$ cat src/rtl/alu_cmd_issue.sv
// Clocked issue stage for the combinational 16-bit ALU: command FIFO, registered ALU drive,
// captured result with valid/ready handoff.
module alu_cmd_issue #(
   parameter int unsigned WIDTH = 16,
   parameter int unsigned SEL_W = 3,
   parameter int unsigned SH_W  = 4,
   parameter int unsigned DEPTH = 4
) (
   input  logic                    clk,
   input  logic                    rst,
   input  logic                    cmd_valid,
   output logic                    cmd_ready,
   input  logic [WIDTH-1:0]        cmd_i0,
   input  logic [WIDTH-1:0]        cmd_i1,
   input  logic [SEL_W-1:0]        cmd_sel,
   input  logic [SH_W-1:0]         cmd_shift,
   output logic [WIDTH-1:0]        alu_i0,
   output logic [WIDTH-1:0]        alu_i1,
   output logic [SEL_W-1:0]        alu_select,
   output logic [SH_W-1:0]         alu_shift_mag,
   input  logic [WIDTH-1:0]        alu_o,
   output logic                    res_valid,
   input  logic                    res_ready,
   output logic [WIDTH-1:0]        res_data,
   output logic [SEL_W-1:0]        res_sel,
   output logic [$clog2(DEPTH):0]  count,
   output logic                    busy
);

   localparam int unsigned PW = $clog2(DEPTH);
   localparam int unsigned CW = PW + 1;
   localparam logic [CW-1:0] DepthC = CW'(DEPTH);

   typedef struct packed {
      logic [WIDTH-1:0] i0;
      logic [WIDTH-1:0] i1;
      logic [SEL_W-1:0] sel;
      logic [SH_W-1:0]  shift;
   } cmd_t;

   typedef enum logic [1:0] {StIdle, StIssue, StCapture, StHold} state_e;

   state_e            state_q, state_d;
   cmd_t              mem_q [DEPTH];
   cmd_t              issue_q;
   logic [PW-1:0]     wr_ptr_q, wr_ptr_d;
   logic [PW-1:0]     rd_ptr_q, rd_ptr_d;
   logic [CW-1:0]     count_q, count_d;
   logic [WIDTH-1:0]  res_data_q;
   logic [SEL_W-1:0]  res_sel_q;
   logic              push, pop, capture;
   cmd_t              cmd_in;

   assign cmd_ready = (count_q < DepthC);
   assign push      = cmd_valid && cmd_ready;
   assign cmd_in    = '{i0: cmd_i0, i1: cmd_i1, sel: cmd_sel, shift: cmd_shift};

   // Pops only look at the registered count, so a command never bypasses the FIFO.
   always_comb begin
      state_d = state_q;
      pop     = 1'b0;
      capture = 1'b0;
      unique case (state_q)
         StIdle: begin
            if (count_q != '0) begin
               pop     = 1'b1;
               state_d = StIssue;
            end
         end
         StIssue: state_d = StCapture;
         StCapture: begin
            capture = 1'b1;
            state_d = StHold;
         end
         StHold: begin
            if (res_ready) begin
               if (count_q != '0) begin
                  pop     = 1'b1;
                  state_d = StIssue;
               end else begin
                  state_d = StIdle;
               end
            end
         end
         default: state_d = StIdle;
      endcase
   end

   always_comb begin
      wr_ptr_d = push ? wr_ptr_q + PW'(1) : wr_ptr_q;
      rd_ptr_d = pop  ? rd_ptr_q + PW'(1) : rd_ptr_q;
      unique case ({push, pop})
         2'b10:   count_d = count_q + CW'(1);
         2'b01:   count_d = count_q - CW'(1);
         default: count_d = count_q;
      endcase
   end

   always_ff @(posedge clk or posedge rst) begin
      if (rst) begin
         state_q    <= StIdle;
         wr_ptr_q   <= '0;
         rd_ptr_q   <= '0;
         count_q    <= '0;
         issue_q    <= '0;
         res_data_q <= '0;
         res_sel_q  <= '0;
      end else begin
         state_q  <= state_d;
         wr_ptr_q <= wr_ptr_d;
         rd_ptr_q <= rd_ptr_d;
         count_q  <= count_d;
         if (pop) begin
            issue_q <= mem_q[rd_ptr_q];
         end
         if (capture) begin
            res_data_q <= alu_o;
            res_sel_q  <= issue_q.sel;
         end
      end
   end

   // Storage needs no reset; occupancy is tracked by the pointers and count.
   always_ff @(posedge clk) begin
      if (push) begin
         mem_q[wr_ptr_q] <= cmd_in;
      end
   end

   assign alu_i0        = issue_q.i0;
   assign alu_i1        = issue_q.i1;
   assign alu_select    = issue_q.sel;
   assign alu_shift_mag = issue_q.shift;
   assign res_valid     = (state_q == StHold);
   assign res_data      = res_data_q;
   assign res_sel       = res_sel_q;
   assign count         = count_q;
   assign busy          = (state_q != StIdle) || (count_q != '0);

endmodule

$ cat config.mk
export PLATFORM = sky130hd
export DESIGN_NAME = alu_cmd_issue
export DESIGN_NICKNAME = d
export VERILOG_FILES = /design/src/rtl/alu_cmd_issue.sv
export SDC_FILE = /design/constraint.sdc
export NUM_CORES = 1
export LEC_CHECK = 0
export CAP_MARGIN = 30
export CORE_MARGIN = 2
export CORE_UTILIZATION = 54
export DETAILED_ROUTE_END_ITERATION = 6
export GPL_ROUTABILITY_DRIVEN = 0
export HOLD_SLACK_MARGIN = 0.15
export PLACE_DENSITY = 0.84
export REMOVE_ABC_BUFFERS = 1
export SYNTH_ARGS = -nofsm -noshare
export SYNTH_HDL_FRONTEND = slang
export SYNTH_SLANG_ARGS = --single-unit
$ cat constraint.sdc
create_clock -name clk -period 3.02 [get_ports clk]
set_input_delay 0.604 -clock clk [delete_from_list [all_inputs] [get_ports clk]]
set_output_delay 0.604 -clock clk [all_outputs]
set_load 0.05 [all_outputs]
# Word level (Yosys, flattened, before mapping)

Memory sizes are Yosys's and may differ from the RTL's. A register that Yosys moved wholly into a read port is not among the register bits.
Index checks and enable logic that the tools add are counted.

Flip-flop bits (word level): 28
RAM bits: 156
Input bits: 59
Output and inout port bits: 64
Memories: 1

Add/sub/neg operators: 4
Magnitude comparators: 1
Equality and inequality tests: 7
Mux-type cells: 11
Reductions and logical operators: 7

Memories:

| memory | depth | bits a word | read ports | clocked after memory_dff | write ports | RTL line | RTL |
|---|---|---|---|---|---|---|---|
| mem_q  | 4     | 39          | 1          | 1                        | 1           | 44       | `cmd_t mem_q [DEPTH];` |

Operators by type and width:

| cell                | number |
|---|---|
| $pmux 2 s4          | 1 |
| $eq 2x2->1 const B  | 3 |
| $mux 1              | 6 |
| $pmux 3 s2          | 1 |
| $add 2x1->2 const B | 2 |
| $eq 2x1->1 const B  | 2 |
| $mux 2              | 2 |
| $reduce_bool 2->1   | 2 |
| $add 3x1->3 const B | 1 |
| $lt 3x3->1 const B  | 1 |
| $reduce_bool 3->1   | 1 |
| $sub 3x1->3 const B | 1 |
| $logic_not 2->1     | 1 |
| $ne 2x1->1 const B  | 1 |
| $ne 2x2->1 const B  | 1 |
| $pmux 1 s2          | 1 |
| $reduce_and 2->1    | 1 |
| $logic_and 1x1->1   | 1 |
| $logic_or 1x1->1    | 1 |

# Logic depth before layout (Yosys ltp)

Depth in word-level cells: 6
Mapped depth: 11

# Worst setup path before layout

Ideal clock, no wire load.

Path type: flip-flop to flip-flop
Start: register state_q[1]
End: register count_q[2] (netlist: count[2])
Setup time: 139 ps
Data arrival time: 2479 ps
Required time: 2881 ps
Setup slack: 401 ps
Cell stages (with the launch flop): 11
Buffers on the path: 1
Period minus slack after synthesis: 2619 ps
Path through: dfrtp_1 ha_1 a21oi_1 nor3_4 buf_6 ha_1 inv_1 fa_1 xor2_1 nor2_1 xnor2_1

Longest elaborated chain between the ends: 4
Elaborated cells between the ends (all ways): 7
Those cells by class: eq/ne (3); mux (2); reduce/logical (2)

Ends and longest elaborated chain:

| item                                                   | RTL line | RTL |
|---|---|---|
| start: declaration                                     | 43       | `state_e state_q, state_d;` |
| start signal: assignment                               | 101      | `state_q <= StIdle;` |
| start signal: assignment                               | 109      | `state_q <= state_d;` |
| $eq 2x2->1 *                                           | --       |  |
| net res_valid                                          | 22       | `output logic res_valid,` |
| $pmux 1 s2 *                                           | 63       | `unique case (state_q)` |
| net pop                                                | 51       | `logic push, pop, capture;` |
| $eq 2x1->1 / $eq 2x2->1 (equally long branches)        | 92       | `unique case ({push, pop})` |
| $pmux 3 s2 / $reduce_bool 2->1 (equally long branches) | --       |  |
| end signal: assignment                                 | 112      | `count_q <= count_d;` |
| end: declaration                                       | 48       | `logic [CW-1:0] count_q, count_d;` |

Mark *: on every way through the listed nets, which the timed path passes. The rest lies on a longest branch.
A chain may end at the register's enable or synchronous reset.

# Worst setup path in the final report

Start: register state_q[1]
End: output port busy

Longest elaborated chain between the ends: 2

Ends and longest elaborated chain:

| item              | RTL line | RTL |
|---|---|---|
| $reduce_bool 2->1 | 138      | `assign busy = (state_q != StIdle) \|\| (count_q != '0);` |
| $logic_or 1x1->1  | 138      |  |
| end: declaration  | 27       | `output logic busy` |

Every way passes these cells.

==> metrics.cfg <==
[outcome]
status = completed

[power_and_ir_drop]
cellPowerDensity_nw_per_um2 = 1170
irDropWorstVdd_mv = 0.664
p_leak_nw = 3.91

[logic_synthesis]
syn-cell-area_sq_um = 8550
avgSynthCellArea_sq_um = 22.3
ys_types = 27
ys_ff_latch = 223
ys_warn_count = 0
seq_area_frac_synth = 0.744
syn_inst = 384

[sta]
hold_viol = 0
clock.fmax_mhz = 366
finalSetupViolCount = 0
layout_min_cycle_time_ps = 2740
rsz0062_at_grt = false
drv_slew = 0
relSlewSlack = 0.444
period_share = 0.906
worst_pin_slew_ps = 834
fin_skew_ps = 13.0
tns_ps = 0

[global_route]
grt_max_degree = 42
grt.overflow.total = 0
antenna_found_initial = 0
grt.total_usage = 0.185
grt_pass1_vias = 4338
grt_pass1_wl_um = 23800

[detailed_routing]
first_pass_iters = 4
routed_wl_um = 15200
drt-initial-drc-count = 261
via_per_inst = 5.31
drcViolationCount = 0
postRouteAntennaNets = 0
vias = 4039
wl_per_cell_um = 20.0

[clock_network]
clk_latency_ps = 510
cts_sinks = 223
numCtsBuffers = 23
cts_setup_buffers = 0
clk_path_buf_depth = 3
clk_pin_slew_ps = 60
cts-root-buf = clkbuf_16
cts_tree = done
htree_num_levels = 1
cts_resized = 0
cts_hold_buf = 0

[critical_path]
worstPathMaxFanout = 5
reg2reg_slack_ps = 750
r2r-end = count[2]$_DFFE_PP0P_
arrival_ps = 2130
rr_worst_depth = 9
end_kind = primary output
path_class = reg2out
start_kind = flop
reg2reg_from = state_q[0]$_DFFE_PP0P_
worst_ep_required_time_ps = 2420

[floorplanning]
initial_utilization = 0.546
die_w_um = 130
num_rows = 46
die-area_sq_um = 16900
fp.dieH_um = 130
io_pins = 123
core_sq_um = 15700

[layout]
fin_nets = 597
final_common_cell = edfxtp_1
drive_gt1_frac = 0.284
fill_cells = 1018
finalNonFillerCells = 761
antenna_cells = 0
area_growth_pct = 26.3
final_cell_mix = 156 x edfxtp_1, 122 x clkdlybuf4s50_1, 65 x dfrtp_1, 38 x mux4_2, 38 x mux2_4

[place]
place_inst = 719
dp.final_hpwl_um = 9310
numPortBuffers = 122

[worst_hold_path]
min_path_type = in2async

[run]
cap_violations = 0

==> cell families after synthesis <==
logic type,share of synthesized area
xor+xnor,0.00615
flops,0.744
fa+ha+maj,0.0155
compound gates,0.00468
mux,0.199
buf+inv,0.0196
simple gates,0.0116
==> worst max-delay path, cell delays in order, from the launching register on <==
cell,delay [ps]
dfrtp_1,410
inv_1,100
ha_1,230
nand2_1,80
clkdlybuf4s50_1,810
==> cell usage after synthesis, drive strengths merged <==
| cell | instances | area [sq um] |
|---|---|---|
| a21oi | 2 | 10.0 |
| edfxtp | 156 | 4680 |
| xnor2 | 3 | 26.3 |
| fa | 1 | 20.0 |
| clkbuf | 5 | 18.8 |
| nor4b | 1 | 8.76 |
| nand2 | 2 | 7.51 |
| mux4 | 39 | 882 |
| and2 | 4 | 25.0 |
| a211oi | 1 | 7.51 |
| buf | 11 | 111 |
| ha | 9 | 113 |
| a2bb2oi | 1 | 8.76 |
| nor2b | 2 | 12.5 |
| dfrtp | 67 | 1680 |
| xor2 | 3 | 26.3 |
| o21ai | 1 | 5.00 |
| o31a | 1 | 8.76 |
| inv | 10 | 37.5 |
| mux2 | 59 | 807 |
| nor3 | 3 | 37.5 |
| nor2 | 2 | 7.51 |
| mux2i | 1 | 10.0 |
==> area by class of cell <==
| type | count | area (sq um) | area share |
|---|---|---|---|
| Inverter | 10 | 38.8 | 0.00359 |
| Tap cell | 216 | 270 | 0.0250 |
| Clock inverter | 13 | 136 | 0.0126 |
| Multi-Input combinational cell | 135 | 2030 | 0.188 |
| Timing Repair Buffer | 135 | 1340 | 0.124 |
| Clock buffer | 29 | 618 | 0.0572 |
| Sequential cell | 223 | 6370 | 0.589 |
==> worst max path at each step <==
stage | startpoint | endpoint | slack, ps | depth (start not counted)
floorplan | state_q[1]$_DFFE_PP0P_ | count[2]$_DFFE_PP0P_ | -900 | 9
detailed placement | res_ready | count[2]$_DFFE_PP0P_ | 450 | 9
finish | state_q[1]$_DFFE_PP0P_ | busy | 280 | 4
CTS | state_q[0]$_DFFE_PP0P_ | busy | 260 | 4
global placement | res_ready | count[2]$_DFFE_PP0P_ | 480 | 9
global route | state_q[0]$_DFFE_PP0P_ | busy | 200 | 4
==> metrics by stage <==
step / hold WS (ps) / cell area, sq um / power, mW / utilization / setup slack (ps)
after floorplan: 532 / 8420 / 8.34 / - / -898
after global placement: 488 / 10000 / 9.78 / 0.641 / 483
after detailed placement: 493 / 10000 / 9.97 / 0.642 / 453
after CTS: 446 / 10800 / 12.8 / 0.690 / 257
after global routing: 478 / 10800 / 13.2 / 0.690 / 203
final: 447 / 10800 / 12.6 / 0.690 / 285
==> report_power, final <==
part           internal, mW  switching [mW]
sequential             4.09           0.588
combinational          2.38            2.78
clock                  1.64            1.15
total                  8.11            4.52
==> sequential cells by signal (all words and copies together) (netlist names) <==
register and cells:
mem_q 156, alu_i0 16, alu_i1 16, res_data 16, alu_shift_mag 4, alu_select 3
count 3, res_sel 3, rd_ptr_q 2, state_q 2, wr_ptr_q 2
==> metal layers <==
metal,vias to the layer above,track usage,routed length [um]
li1,1795,-,-
met1,2080,0.247,6500
met2,139,0.320,7540
met3,25,0.0394,940
met4,0,0.0405,205
met5,-,0,0
Note: power is estimated with default switching activity, not from simulation.
